$ cat config.mk
export PLATFORM = sky130hd
export DESIGN_NAME = codec_config_sequencer
export DESIGN_NICKNAME = d
export VERILOG_FILES = /design/src/rtl/codec_config_sequencer.sv
export SDC_FILE = /design/constraint.sdc
export NUM_CORES = 1
export LEC_CHECK = 0
export ABC_CLOCK_PERIOD_IN_PS = 2800
export CAP_MARGIN = 5
export CORE_MARGIN = 10
export CORE_UTILIZATION = 55
export DETAILED_ROUTE_END_ITERATION = 6
export GPL_TIMING_DRIVEN = 0
export HOLD_SLACK_MARGIN = 0.06
export PLACE_DENSITY = 0.79
export SLEW_MARGIN = 5
export SYNTH_ARGS = -nofsm -noshare
export SYNTH_HDL_FRONTEND = slang
export SYNTH_SLANG_ARGS = --single-unit
$ cat constraint.sdc
create_clock -name clock -period 2.8 [get_ports clock]
set_input_delay 0.84 -clock clock [delete_from_list [all_inputs] [get_ports clock]]
set_output_delay 0.84 -clock clock [all_outputs]
set_load 0.1 [all_outputs]
$ cat src/rtl/codec_config_sequencer.sv
// rtl/codec_config_sequencer.sv - walks a fixed codec register-write table into the I2C bit engine.
// Optional ACK-failure retry is enabled by defining CODEC_CFG_RETRY_EN.
module codec_config_sequencer #(
    parameter logic [7:0]  DEV_ADDR       = 8'h34,
    parameter int          NUM_ENTRIES    = 8,
    parameter logic [15:0] PWRUP_CYCLES   = 16'd50000,
    parameter logic [9:0]  GAP_CYCLES     = 10'd200,
    parameter logic [15:0] TIMEOUT_CYCLES = 16'd20000
`ifdef CODEC_CFG_RETRY_EN
    ,
    parameter int          MAX_RETRIES    = 2
`endif
) (
    input  logic       clock,
    input  logic       reset,
    input  logic       start,
    input  logic [1:0] i2c_status,
    input  logic       WE,
    output logic [8:0] device_address,
    output logic [7:0] reg_address,
    output logic [7:0] data_in,
    output logic       busy,
    output logic       done,
    output logic       error,
    output logic [3:0] index
);

    typedef enum logic [2:0] {
        S_PWRUP,
        S_LOAD,
        S_ISSUE,
        S_GAP,
        S_FAIL,
        S_DONE,
        S_ERROR
    } state_t;

    localparam logic [3:0]  LAST_IDX = 4'(NUM_ENTRIES - 1);
    localparam logic [15:0] GAP_LAST = {6'd0, GAP_CYCLES - 10'd1};
    localparam logic [15:0] PWR_LAST = PWRUP_CYCLES - 16'd1;
    localparam logic [15:0] TMO_LAST = TIMEOUT_CYCLES - 16'd1;

    state_t      state;
    state_t      state_next;
    logic [15:0] cnt;
    logic [15:0] cnt_inc;
    logic        load_entry;
    logic        advance;
    logic        restart;
    logic [7:0]  rom_reg;
    logic [7:0]  rom_data;
    logic        go;
    logic        unused_status;

`ifdef CODEC_CFG_RETRY_EN
    localparam logic [3:0] MAX_R = 4'(MAX_RETRIES);
    logic [3:0] retry_cnt;
    logic       retry_inc;
`endif

    // The engine's in-progress flag is not needed; WE alone closes a transaction.
    assign unused_status = i2c_status[0];

    always_comb begin
        rom_reg  = 8'h00;
        rom_data = 8'h00;
        case (index)
            4'd0: begin rom_reg = 8'h0F; rom_data = 8'h00; end
            4'd1: begin rom_reg = 8'h06; rom_data = 8'h10; end
            4'd2: begin rom_reg = 8'h00; rom_data = 8'h17; end
            4'd3: begin rom_reg = 8'h02; rom_data = 8'h79; end
            4'd4: begin rom_reg = 8'h04; rom_data = 8'h12; end
            4'd5: begin rom_reg = 8'h05; rom_data = 8'h00; end
            4'd6: begin rom_reg = 8'h07; rom_data = 8'h02; end
            4'd7: begin rom_reg = 8'h09; rom_data = 8'h01; end
            default: begin rom_reg = 8'h00; rom_data = 8'h00; end
        endcase
    end

    assign cnt_inc = (cnt == 16'hFFFF) ? cnt : cnt + 16'd1;

    always_comb begin
        state_next = state;
        load_entry = 1'b0;
        advance    = 1'b0;
        restart    = 1'b0;
`ifdef CODEC_CFG_RETRY_EN
        retry_inc  = 1'b0;
`endif
        case (state)
            S_PWRUP: if (cnt >= PWR_LAST) state_next = S_LOAD;
            S_LOAD: begin
                load_entry = 1'b1;
                state_next = S_ISSUE;
            end
            S_ISSUE: begin
                // WE wins over a timeout landing in the same cycle.
                if (WE)
                    state_next = i2c_status[1] ? S_FAIL : S_GAP;
                else if (cnt >= TMO_LAST)
                    state_next = S_ERROR;
            end
            S_GAP: begin
                if (cnt >= GAP_LAST) begin
                    if (index == LAST_IDX) begin
                        state_next = S_DONE;
                    end else begin
                        advance    = 1'b1;
                        state_next = S_LOAD;
                    end
                end
            end
            S_FAIL: begin
`ifdef CODEC_CFG_RETRY_EN
                if (retry_cnt >= MAX_R) begin
                    state_next = S_ERROR;
                end else if (cnt >= GAP_LAST) begin
                    retry_inc  = 1'b1;
                    state_next = S_ISSUE;
                end
`else
                state_next = S_ERROR;
`endif
            end
            S_DONE, S_ERROR: begin
                if (start) begin
                    restart    = 1'b1;
                    state_next = S_LOAD;
                end
            end
            default: state_next = S_ERROR;
        endcase
    end

    // The shared counter restarts on every state change, so each state times itself from zero.
    always_ff @(posedge clock or posedge reset) begin
        if (reset) begin
            state       <= S_PWRUP;
            cnt         <= 16'd0;
            index       <= 4'd0;
            reg_address <= 8'h00;
            data_in     <= 8'h00;
        end else begin
            state <= state_next;
            cnt   <= (state_next != state) ? 16'd0 : cnt_inc;
            if (load_entry) begin
                reg_address <= rom_reg;
                data_in     <= rom_data;
            end
            if (restart)
                index <= 4'd0;
            else if (advance && index < LAST_IDX)
                index <= index + 4'd1;
        end
    end

`ifdef CODEC_CFG_RETRY_EN
    always_ff @(posedge clock or posedge reset) begin
        if (reset)
            retry_cnt <= 4'd0;
        else if (restart || load_entry)
            retry_cnt <= 4'd0;
        else if (retry_inc && retry_cnt != 4'hF)
            retry_cnt <= retry_cnt + 4'd1;
    end
`endif

    // Outputs decode straight from state so go falls asynchronously with reset.
    assign go             = (state == S_ISSUE);
    assign device_address = {go, DEV_ADDR};
    assign busy           = (state != S_DONE) && (state != S_ERROR);
    assign done           = (state == S_DONE);
    assign error          = (state == S_ERROR);

endmodule
==> results.sh <==
export IMPL_status="finished, final reports clean"
export IMPL_wire_per_inst_um=14.6
export IMPL_crit_arrival_ps=1860
export IMPL_crit_fanout=10
export IMPL_synth_top_cell_by_area="dfrtp_1"
export IMPL_placed_cell_area_um2=2520
export IMPL_synth_adder_area_share_pct=3.44
export IMPL_syn_area_per_cell_um2=9.20
export IMPL_required_ps=1960
export IMPL_clock_skew_final_ps=4.97
export IMPL_initialDrtViolationCount=192
export IMPL_netlist_instances=237
export IMPL_cp_num_cells=3
export IMPL_cts_setup_buffers=0
export IMPL_grt_setup_unrepaired="false"
export IMPL_hold_path_class="reg -> reg"
export IMPL_max_cap_violations=0
export IMPL_top_layer="met4"
export IMPL_whs_path_depth=2
export IMPL_synth_compound_area_share_pct=14.6
export IMPL_path_cells="clkbuf_1 -> and2_1 -> clkdlybuf4s15_2"
export IMPL_rows=22
export IMPL_grt_max_degree=33
export IMPL_fill_cells=295
export IMPL_crit_buf_inv=2
export IMPL_ys_warn_count=0
export IMPL_layout_min_cycle_time_ps=2700
export IMPL_layout_drive_gt1_share_pct=21.1
export IMPL_grt_pass1_vias=1752
export IMPL_synth_simple_area_share_pct=28.3
export IMPL_clk_pin_slew_ps=70
export IMPL_synthFlopType="dfrtp_1"
export IMPL_syn_cell_area_um2=2180
export IMPL_dieArea_um2=6880
export IMPL_insertion_delay_ps=290
export IMPL_reg2reg_from="cnt[0]"
export IMPL_regToRegEndpoint="state[2]"
export IMPL_netlist_cell_type_count=51
export IMPL_multi_input_area_um2=1220
export IMPL_start_util_pct=58.2
export IMPL_yosysTopAreaCellShare_pct=36.7
export IMPL_holdPathEnd="data_in[0]"
export IMPL_peakVddDrop_mv=0.479
export IMPL_globalplace_congestion=0.888
export IMPL_viasPerCell=5.47
export IMPL_critical_path_top_delay_family="buffers and inverters"
export IMPL_reg2reg_slack_ps=560
export IMPL_synth_top_family_by_area="simple AND/OR/NAND/NOR gates"
export IMPL_finalWirelength_um=4780
export IMPL_grt_overflow=0
export IMPL_wl_met2_um=2330
export IMPL_max_freq_mhz=371
export IMPL_slowest_stage="clkdlybuf4s15_2"
export IMPL_cts_root_buf="clkbuf_8"
export IMPL_leakage_nw=1.17
export IMPL_synth_mux_area_fraction_pct=1.38
export IMPL_finalNetCount=291
export IMPL_route_met3_wl_um=280
export IMPL_area_growth_pct=21.8
export IMPL_slew_viol_final=0
export IMPL_cp_start_kind="register"
export IMPL_synth_edff_count=0
export IMPL_hpwl_um=3500
export IMPL_vias=1795
export IMPL_numCtsBuffers=5
export IMPL_first_pass_iters=4
export IMPL_synth_xor_area_share_pct=5.63
export IMPL_cts_tree="done"
export IMPL_finalCritPeriodShare_pct=96.3
export IMPL_io_buffers=23
export IMPL_seqCellArea_um2=801
export IMPL_grt_use_total_pct=13.5
export IMPL_clock_sink_count=32
export IMPL_reg2reg_depth=7
export IMPL_io_pin_count=38
export IMPL_diodes=0
export IMPL_power_density_nw_per_um2=990
export IMPL_max_stage_delay_ps=580
export IMPL_core_um2=3740
export IMPL_grt_pass1_wl_um=8080
export IMPL_final_setup_tns_ps=0
export IMPL_synth_seq_cells=32
export IMPL_synthArstFlopShare_pct=100
export IMPL_worst_pin_slew_ps=976
export IMPL_max_slew_margin_pct=34.7
export IMPL_final_area_um2=2650
export IMPL_hp_start="data_in[0]"
export IMPL_end_kind="output pin"
export IMPL_ant_nets=0
export IMPL_drc=0
export IMPL_die_w_um=83.0
export IMPL_antenna_found_initial=0
export IMPL_synth_seq_area_share_pct=36.7
export IMPL_die_h_um=83.0
export IMPL_drt_met1_wl_um=2090
export IMPL_setup_viol=0
export IMPL_cts_max_level=2
export IMPL_synth_area_leaders="dfrtp_1 (37%), buf_4 (5.9%), nor3_2 (4.6%)"
export IMPL_cts_max_path_buffers=2
export IMPL_hold_violations=0
export IMPL_criticalPathCategory="reg -> out"
-- synthesized netlist by cell type, types with 2 or more instances --
master,number
mux2i_1,3
inv_1,7
o211ai_1,4
o31ai_1,5
buf_4,17
nor3_2,10
o21ai_1,4
or2_2,3
nand3_1,7
and3_1,2
xor2_1,3
clkbuf_1,6
and4_1,2
xnor2_1,11
nor3_1,14
a21oi_1,7
a21o_1,2
conb_1,2
nor4_4,2
nor2b_1,3
or3_1,3
nand2b_1,5
nand2_1,23
ha_1,6
nor2_1,17
buf_6,2
o21ai_0,9
a21boi_0,3
nand4_1,2
dfrtp_1,32
-- through the flow --
stage | util, % | hold slack [ps] | power, mW | setup slack [ps] | cells
6_report | 70.9 | 477 | 2.63 | 105 | 328
5_1_grt | 70.9 | 522 | 2.75 | 32.4 | 328
3_3_place_gp | 67.3 | 462 | 2.19 | -225 | 319
4_1_cts | 70.4 | 482 | 2.65 | 16.1 | 327
2_1_floorplan | - | 568 | 1.89 | 115 | 248
3_5_place_dp | 67.3 | 466 | 2.21 | -250 | 319
-- metal layers --
metal  GRT usage (%)  vias up
li1                -      892
met5               0        -
met1            15.8      850
met2            22.2       47
met4            5.08        0
met3            4.39        6
-- flip-flops by register name (all words and copies together), names as in the netlist --
signal	cells
state	3
index	4
data_in	5
cnt	16
reg_address	4
-- cell type report --
type | instances | area share [%]
flip-flops and latches | 32 | 30.2
inverters | 7 | 0.990
clock buffers | 5 | 2.59
plain buffers | 27 | 6.84
multi-input cells | 182 | 46.0
repair buffers | 24 | 9.57
well taps | 48 | 2.26
clock inverters | 3 | 1.60
-- worst max path at each step --
stage,slack (ps),to,start
2_1_floorplan,120,busy,state[1]
3_3_place_gp,-230,busy,state[1]
3_5_place_dp,-250,busy,state[1]
4_1_cts,20,busy,state[1]
5_1_grt,30,done,state[2]
6_report,100,done,state[2]
-- logic make-up after synthesis --
kind of cell / after synthesis
compound gates: 44
xor+xnor: 14
fa+ha+maj: 6
buf+inv: 34
flops: 32
mux: 3
other cells: 2
simple gates: 102
-- tightest hold or removal path: stages, from the launching register on --
cell,delay (ps)
dfrtp_1,340
nand2_1,50
o31ai_1,50
-- placed cells by master, fill, tap and decap left out, types with 9 or more instances in the layout --
cell type	n
dfrtp_1	32
nand2_1	23
buf_4	17
nor2_1	16
clkdlybuf4s50_1	16
nor3_1	14
conb_1	13
xnor2_1	11
nor3_2	10
o21ai_0	9
-- report_power, final --
part	internal, mW	switching [mW]
Clock	0.263	0.179
Sequential	0.556	0.0682
Combinational	0.391	1.17
Total	1.21	1.42
-- timing repair --
item	CTS	global route
pin swaps	0	0
hold buffers	0	0
gates resized for setup	13	6
endpoints found under the setup margin	5	4
Note: power is estimated with default switching activity, not from simulation.
